`config.mk`:
```
export PLATFORM = sky130hd
export DESIGN_NAME = ram_req_queue
export DESIGN_NICKNAME = d
export VERILOG_FILES = /design/src/rtl/ram_req_queue.sv
export SDC_FILE = /design/constraint.sdc
export NUM_CORES = 1
export LEC_CHECK = 0
export ABC_AREA = 1
export BUFFER_PORTS_ARGS = -buffer_cell sky130_fd_sc_hd__buf_4
export CAP_MARGIN = 40
export CORE_MARGIN = 1.5
export CORE_UTILIZATION = 30
export CTS_CLUSTER_DIAMETER = 40
export CTS_CLUSTER_SIZE = 40
export DETAILED_ROUTE_END_ITERATION = 12
export SYNTH_ARGS = -nofsm -noshare
export SYNTH_HDL_FRONTEND = slang
export SYNTH_SLANG_ARGS = --single-unit
```
`constraint.sdc`:
```
create_clock -name clk -period 3.8 [get_ports clk]
set_input_delay 0.57 -clock clk [delete_from_list [all_inputs] [get_ports clk]]
set_output_delay 0.57 -clock clk [all_outputs]
set_load 0.02 [all_outputs]
```
`src/rtl/ram_req_queue.sv`:
```
// ram_req_queue
//   Bridges the CPU-side single-cycle RAM strobes onto a req/gnt + rvalid
//   memory handshake. Writes are posted into a small FIFO; a read waits
//   until every earlier write has been granted, then issues, waits for
//   rvalid and holds the data until the CPU acknowledges it.
//
// Ports
//   clk, rst_n          clock, asynchronous active-low reset
//   ram_addr            CPU request address
//   ram_wr_data         CPU write data
//   ram_wr_en/rd_en     CPU strobes, honoured only while ram_busy=0
//   ram_busy            CPU must not issue new strobes
//   ram_rd_data         read data, held while ram_rd_ready=1
//   ram_rd_ready        read data valid
//   ram_rd_ack          CPU consumed read data
//   mem_req/we/addr/wdata  memory request (we=1 write, we=0 read)
//   mem_gnt             memory accepts the request this cycle
//   mem_rvalid/rdata    memory read data (single-cycle pulse)
//   fifo_level          write FIFO occupancy
module ram_req_queue #(
  parameter int ADDR_W = 24,
  parameter int DATA_W = 16,
  parameter int DEPTH  = 4
) (
  input  logic                       clk,
  input  logic                       rst_n,
  input  logic [ADDR_W-1:0]          ram_addr,
  input  logic [DATA_W-1:0]          ram_wr_data,
  input  logic                       ram_wr_en,
  input  logic                       ram_rd_en,
  output logic                       ram_busy,
  output logic [DATA_W-1:0]          ram_rd_data,
  output logic                       ram_rd_ready,
  input  logic                       ram_rd_ack,
  output logic                       mem_req,
  output logic                       mem_we,
  output logic [ADDR_W-1:0]          mem_addr,
  output logic [DATA_W-1:0]          mem_wdata,
  input  logic                       mem_gnt,
  input  logic                       mem_rvalid,
  input  logic [DATA_W-1:0]          mem_rdata,
  output logic [$clog2(DEPTH):0]     fifo_level
);

  localparam int PW = $clog2(DEPTH);
  localparam int CW = PW + 1;

  typedef enum logic [2:0] {
    IDLE,
    RD_DRAIN,
    RD_ISSUE,
    RD_WAIT,
    RD_HOLD
  } state_t;

  state_t              state_reg;
  logic [PW-1:0]       wr_ptr_reg;
  logic [PW-1:0]       rd_ptr_reg;
  logic [CW-1:0]       count_reg;
  logic [CW-1:0]       count_next;
  logic [ADDR_W-1:0]   rd_addr_reg;
  logic [DATA_W-1:0]   rd_data_reg;
  logic                rd_ready_reg;

  // Write FIFO storage. The head is read combinationally so the memory
  // request can be presented the cycle after a push and held steady while
  // the memory withholds mem_gnt.
  logic [ADDR_W-1:0]   fifo_addr_mem [DEPTH];
  logic [DATA_W-1:0]   fifo_data_mem [DEPTH];

  logic fifo_empty;
  logic fifo_full;
  logic wr_accept;
  logic rd_accept;
  logic pop;
  logic rd_gnt;

  assign fifo_empty = (count_reg == '0);
  assign fifo_full  = (count_reg == CW'(DEPTH));

  // Only registered state feeds ram_busy, so the CPU never sees a
  // combinational path from its own strobes.
  assign ram_busy  = fifo_full | (state_reg != IDLE);
  assign wr_accept = ram_wr_en & ~ram_busy;
  assign rd_accept = ram_rd_en & ~ram_busy;

  // Pending writes always take priority; a read is only presented once the
  // FIFO is empty, which keeps reads ordered behind earlier writes.
  assign pop    = ~fifo_empty & mem_gnt;
  assign rd_gnt = (state_reg == RD_ISSUE) & fifo_empty & mem_gnt;

  assign count_next = count_reg + CW'(wr_accept) - CW'(pop);

  assign mem_req   = ~fifo_empty | (state_reg == RD_ISSUE);
  assign mem_we    = ~fifo_empty;
  assign mem_addr  = !fifo_empty ? fifo_addr_mem[rd_ptr_reg]
                   : (state_reg == RD_ISSUE) ? rd_addr_reg : '0;
  assign mem_wdata = !fifo_empty ? fifo_data_mem[rd_ptr_reg] : '0;

  assign ram_rd_data  = rd_data_reg;
  assign ram_rd_ready = rd_ready_reg;
  assign fifo_level   = count_reg;

  function automatic logic [PW-1:0] ptr_inc(input logic [PW-1:0] p);
    return (p == PW'(DEPTH - 1)) ? '0 : p + 1'b1;
  endfunction

  always_ff @(posedge clk) begin
    if (wr_accept) begin
      fifo_addr_mem[wr_ptr_reg] <= ram_addr;
      fifo_data_mem[wr_ptr_reg] <= ram_wr_data;
    end
  end

  always_ff @(posedge clk or negedge rst_n) begin
    if (!rst_n) begin
      wr_ptr_reg <= '0;
      rd_ptr_reg <= '0;
      count_reg  <= '0;
    end else begin
      if (wr_accept) wr_ptr_reg <= ptr_inc(wr_ptr_reg);
      if (pop)       rd_ptr_reg <= ptr_inc(rd_ptr_reg);
      count_reg <= count_next;
    end
  end

  always_ff @(posedge clk or negedge rst_n) begin
    if (!rst_n) begin
      state_reg    <= IDLE;
      rd_addr_reg  <= '0;
      rd_data_reg  <= '0;
      rd_ready_reg <= 1'b0;
    end else begin
      case (state_reg)
        IDLE: begin
          if (rd_accept) begin
            rd_addr_reg <= ram_addr;
            // A write accepted in the same cycle lands in the FIFO first,
            // so count_next already accounts for it.
            state_reg   <= (count_next == '0) ? RD_ISSUE : RD_DRAIN;
          end
        end
        RD_DRAIN: begin
          if (fifo_empty) state_reg <= RD_ISSUE;
        end
        RD_ISSUE: begin
          if (rd_gnt) state_reg <= RD_WAIT;
        end
        RD_WAIT: begin
          if (mem_rvalid) begin
            rd_data_reg  <= mem_rdata;
            rd_ready_reg <= 1'b1;
            state_reg    <= RD_HOLD;
          end
        end
        RD_HOLD: begin
          if (ram_rd_ack) begin
            rd_ready_reg <= 1'b0;
            state_reg    <= IDLE;
          end
        end
        default: state_reg <= IDLE;
      endcase
    end
  end

endmodule

```
* Word-level counts from Yosys, hierarchy flattened *
Memories as Yosys holds them, arrays and structs flattened.
Cells that the tools add are included.

word-level totals
  register bits = 51
  bits in writable memories = 160
  output and inout port bits = 63
  word-level logic and storage cells = 60
  memories = 2

memory list
  name           depth  bits a word  rd ports  clocked after Yosys merged registers in  write ports  line  source
  fifo_addr_mem  4      24           1         0                                        1            68    logic [ADDR_W-1:0] fifo_addr_mem [DEPTH];
  fifo_data_mem  4      16           1         0                                        1            69    logic [DATA_W-1:0] fifo_data_mem [DEPTH];

operators by class
  reductions and logical operators = 9
  add/subtract/negate cells = 4
  equality and inequality tests = 12
  muxes and demuxes = 17
  bitwise logic cells = 9

operator list
  cell                                                              number
  24-bit two-way mux                                                2
  16-bit two-way mux                                                1
  3-bit two-way mux                                                 5
  3-bit one-hot mux with 5 select lines                             1
  2-bit != test (second input constant)                             5
  3-bit zero test                                                   3
  3-bit by 2-bit == test with 1-bit output (second input constant)  2
  3-bit == test (second input constant)                             2
  2-bit two-way mux                                                 3
  1-bit bitwise AND                                                 5
  5-bit AND reduction                                               1
  2-bit by 1-bit adder with 2-bit output (second input constant)    2
  2-bit == test (second input constant)                             2
  1-bit two-way mux                                                 4
  2-bit AND reduction                                               2
  3-bit by 1-bit adder with 3-bit output                            1
  3-bit by 1-bit == test with 1-bit output (second input constant)  1
  3-bit AND reduction                                               1
  3-bit nonzero test                                                1
  3-bit by 1-bit subtractor with 3-bit output                       1
  1-bit NOT                                                         2
  1-bit OR                                                          2
  1-bit one-hot mux with 2 select lines                             1
  2-bit nonzero test                                                1

* Longest topological paths before layout *
  depth after elaboration = 10
  gate-level depth with buffers = 15

* Least setup slack after synthesis *
No wires, ideal clock.

  path type = register -> register
  from = register count_reg[1], in the netlist fifo_level[1]
  to = memory fifo_addr_mem[0][0], enable pin
  slack = 0.733 ns
  setup time = 0.438 ns
  arrival = 2.629 ns
  stages on the path, launching flop included = 5
  cells stage by stage = dfrtp_1 > nor2_1 > nand2_1 > nand3_1 > nor2_1

between the ends
  longest elaborated chain between the ends = 6

ends and longest elaborated chain
  item                                     line  source
  from (decl)                              59    logic [CW-1:0] count_reg;
  from (signal assigned)                   123   count_reg <= count_next;
  3-bit == test                            79    assign fifo_full = (count_reg == CW'(DEPTH));
  1-bit OR                                 83    assign ram_busy = fifo_full | (state_reg != IDLE);
  1-bit NOT                                84    assign wr_accept = ram_wr_en & ~ram_busy;
  1-bit bitwise AND                        84
  1-bit two-way mux                        109   if (wr_accept) begin
  1-bit two-way mux (not written as such)  110   fifo_addr_mem[wr_ptr_reg] <= ram_addr;
  to (decl)                                68

Every way passes these cells.

* Worst setup path after layout *
  from = register state_reg[2]
  to = register state_reg[0]

between the ends
  longest elaborated chain between the ends = 10
  elaborated cells between the ends (all ways) = 24
  classes of those cells = 2 x add/sub; 9 x eq/ne; 3 x mux; 6 x bitwise; 4 x reduce/logical

ends and longest elaborated chain
  item                                         line  source
  from (decl)                                  56    state_t state_reg;
  from (signal assigned)                       140   state_reg <= (count_next == '0) ? RD_ISSUE : RD_DRAIN;
  3-bit nonzero test                           83
  1-bit OR                                     83
  1-bit NOT                                    84
  1-bit bitwise AND                            84
  3-bit by 1-bit adder with 3-bit output       92    assign count_next = count_reg + CW'(wr_accept) - CW'(pop);
  3-bit by 1-bit subtractor with 3-bit output  92
  net count_next[1]                            60    logic [CW-1:0] count_next;
  3-bit zero test                              140
  2-bit two-way mux                            140
  3-bit two-way mux                            136   if (rd_accept) begin
  3-bit one-hot mux with 5 select lines        134   case (state_reg)

The timed path passes the listed nets, and every way through them passes these cells. The select of a mux whose other input is x is not followed.
A chain may end at the register's enable or synchronous reset.

==> reports/results.tsv <==
stage	metric	value	unit
outcome	status	finished clean	
yosys	synth-seq-area-share	0.700	
pwr	p_per_area	913	nW/um2
finish	area_growth	30.3	%
clocking	postCtsSetupBuffers	0	
finish	fillers	2747	
clocking	cts.reportedPaths.clkPinSlew	0.05	ns
grt	gr-total-overflow	0	
yosys	yosys.cell_types.count	25	
setup_path	cp-end-kind	register	
setup_path	r2r_slack	0.85	ns
pwr	p_sw	3760	uW
clocking	root_buffer	clkbuf_16	
setup_path	cp.arrival	3.32	ns
pwr	power.clock.fraction	0.310	
place	dpl.hpwl	11700	um
yosys	synth_top_cell_area_share	0.553	
yosys	synth-seq-cells	211	
route	vias	5712	
yosys	ys_top_cells_by_count	edfxtp_1 (160), nand2_1 (148), nand3_1 (105)	
clocking	htreeDepth	2	
grt	grt_max_degree	55	
clocking	clock_sinks	211	
setup_path	critPathLaunchType	register	
grt	grt_pass1_vias	5893	
sta	layout_min_cycle_time	2.95	ns
route	detail-route-antenna-nets	0	
setup_path	critPathLaunch	state_reg[2]$_DFFE_PN0P_	
setup_path	crit_path_end	state_reg[0]$_DFFE_PN0P_	
clocking	cts_made_buffers	36	
route	drc	0	
pwr	switching_share	0.364	
yosys	ys_warn_count	0	
sta	worst_slew_pin_slew	0.840	ns
clocking	cts_tree	built	
sta	drv_slew	0	
setup_path	critical_path_class	register to register	
yosys	netlist_area	8680	um2
route	wl_per_cell	15.9	um
route	totalWireLength	20100	um
grt	grt_pass1_wl	31500	um
sta	rsz0062_at_grt	false	
die	start_util	0.303	
sta	tns	0	ns
finish	multiInputGateArea	2370	um2
clocking	ctsHoldBuffers	0	
clocking	clk_latency	0.50	ns
yosys	synth.avg_cell_area	12.2	um2
pwr	intPower	6560	uW
run	cap_viol_max_count	0	
yosys	synth_nets	781	
die	die-width	173	um
route	drt_first_iter_violations	247	
pwr	total_leakage_power	0.00459	uW
setup_path	path_max_fanout	6	
sta	period_share	0.776	
die	io_pins	126	
hold_path	min_path_type	input pin to async pin	
yosys	synth_area_leaders	edfxtp_1 (55%), dfrtp_1 (15%), nand2_1 (6.4%), nand3_1 (6.1%), mux2_4 (3.5%)	
route	routed_via_density	4.53	
sta	timing.hold.ws	0.147	ns
clocking	cts_resized	0	
setup_path	cp.required	4.17	ns
yosys	synth-edff-count	160	
finish	drive_gt1_frac	0.287	
setup_path	r2r_cells	14	
yosys	synthCells	710	
die	die_area	30000	um2
die	rows	62	
setup_path	r2r_start	state_reg[2]$_DFFE_PN0P_	
place	place.gp.congestion	0.746	
sta	hold_viol	0	
sta	setup_viol	0	
place	port_buffers	125	
yosys	yosysMostFrequentCell	edfxtp_1	
die	die_y	173	um
sta	fmax	0.339	GHz
grt	grt_usage	0.134	
die	core_area	28600	um2
yosys	synthArstFlopShare	0.242	
finish	largest_reg_flops	96	
clocking	clk_path_buf_depth	3	
yosys	yosysTopAreaCell	edfxtp_1	
route	drtPass1Iterations	6	
grt	antenna_found_initial	1	
setup_path	timing.rr.end	state_reg[0]$_DFFE_PN0P_	
sta	finClkSkew	0.0257	ns
finish	seq_area	6080	um2
pwr	power_frac_comb	0.380	
finish	fin_nets	921	
pwr	seqPwrFrac	0.310	
yosys	synth_ff_type	edfxtp_1	
pwr	ir_drop	0.000441	V
sta	slew_headroom	0.439	
[routing by layer]
metal | routed length [um] | global-route usage | vias up
met5 | 0 | 0 | -
met4 | 464 | 0.0449 | 0
met3 | 1520 | 0.0413 | 39
met2 | 9450 | 0.223 | 163
met1 | 8660 | 0.167 | 2752
li1 | - | - | 2758
[critical path, cell delays in order, from the launching register on]
cell and delay (ns):
dfrtp_1 0.43, inv_1 0.11, nand2_2 0.08, nor2_4 0.17, nand3_1 0.40, ha_1 0.45, inv_1 0.04, ha_1 0.19
fa_1 0.49, nor2_1 0.12, nand3_1 0.11, nand2_1 0.07, nand2_1 0.05, nand3_1 0.06, nand2_1 0.06
[metrics by stage]
step                cell area (um2)   util  setup slack, ns  std cells  power (uW)
finish                        11300  0.395            0.850       1262       10300
floorplan                      8680      -            0.733        710        5680
CTS                           11300  0.395            0.800       1261       10500
global placement              10100  0.351            0.980       1194        7110
global route                  11300  0.395            0.610       1261       10900
detailed placement            10100  0.353            0.865       1196        7230
[logic make-up (layout without fill, tap and decap cells)]
kind of cell	after synthesis	in the layout	share of synthesized area
other	0	1	0
DFF	211	211	0.700
AOI/OAI and AO/OA	55	55	0.0317
adders and majority gates	8	8	0.0124
and+or+nand+nor	335	335	0.165
buffers and inverters	61	228	0.0301
muxes	40	40	0.0605
[area by class of cell]
type	count	area share
Multi-Input combinational cell	438	0.209
Antenna cell	1	0.000221
Timing Repair Buffer	139	0.0951
Clock buffer	40	0.0810
Inverter	24	0.00796
Clock inverter	25	0.0261
Sequential cell	211	0.538
Tap cell	384	0.0425
[layout by cell type (no fill, tap or decap), drive strengths merged]
cell type  count
clkinvlp       4
nand4          1
clkbuf        40
nor2          77
clkinv        10
nand3b         1
edfxtp       160
nand2        150
fa             1
ha             7
bufinv         4
a21oi         18
dfrtp         51
diode          1
buf          139
nand3        106
mux2          40
o21ai         37
inv           31
[worst min path at each step]
stage               cells past startpoint  slack, ns                          end
global route                            1       0.19   rd_addr_reg[6]$_DFFE_PN0P_
detailed placement                      2       0.47     ram_rd_ready$_DFFE_PN0P_
global placement                        2       0.46     ram_rd_ready$_DFFE_PN0P_
CTS                                     1       0.15  rd_addr_reg[17]$_DFFE_PN0P_
floorplan                               0       0.27      fifo_level[0]$_DFF_PN0_
finish                                  1       0.15  ram_rd_data[10]$_DFFE_PN0P_
[power by group through the flow]
stage          Clock [uW]  Sequential [uW]  Combinational [uW]
3_3_place_gp            0             3220                3900
2_1_floorplan           0             3340                2340
4_1_cts              3270             3200                4010
3_5_place_dp            0             3240                3990
6_report             3200             3200                3930
5_1_grt              3380             3250                4310
(Power assumes the default switching activity.)
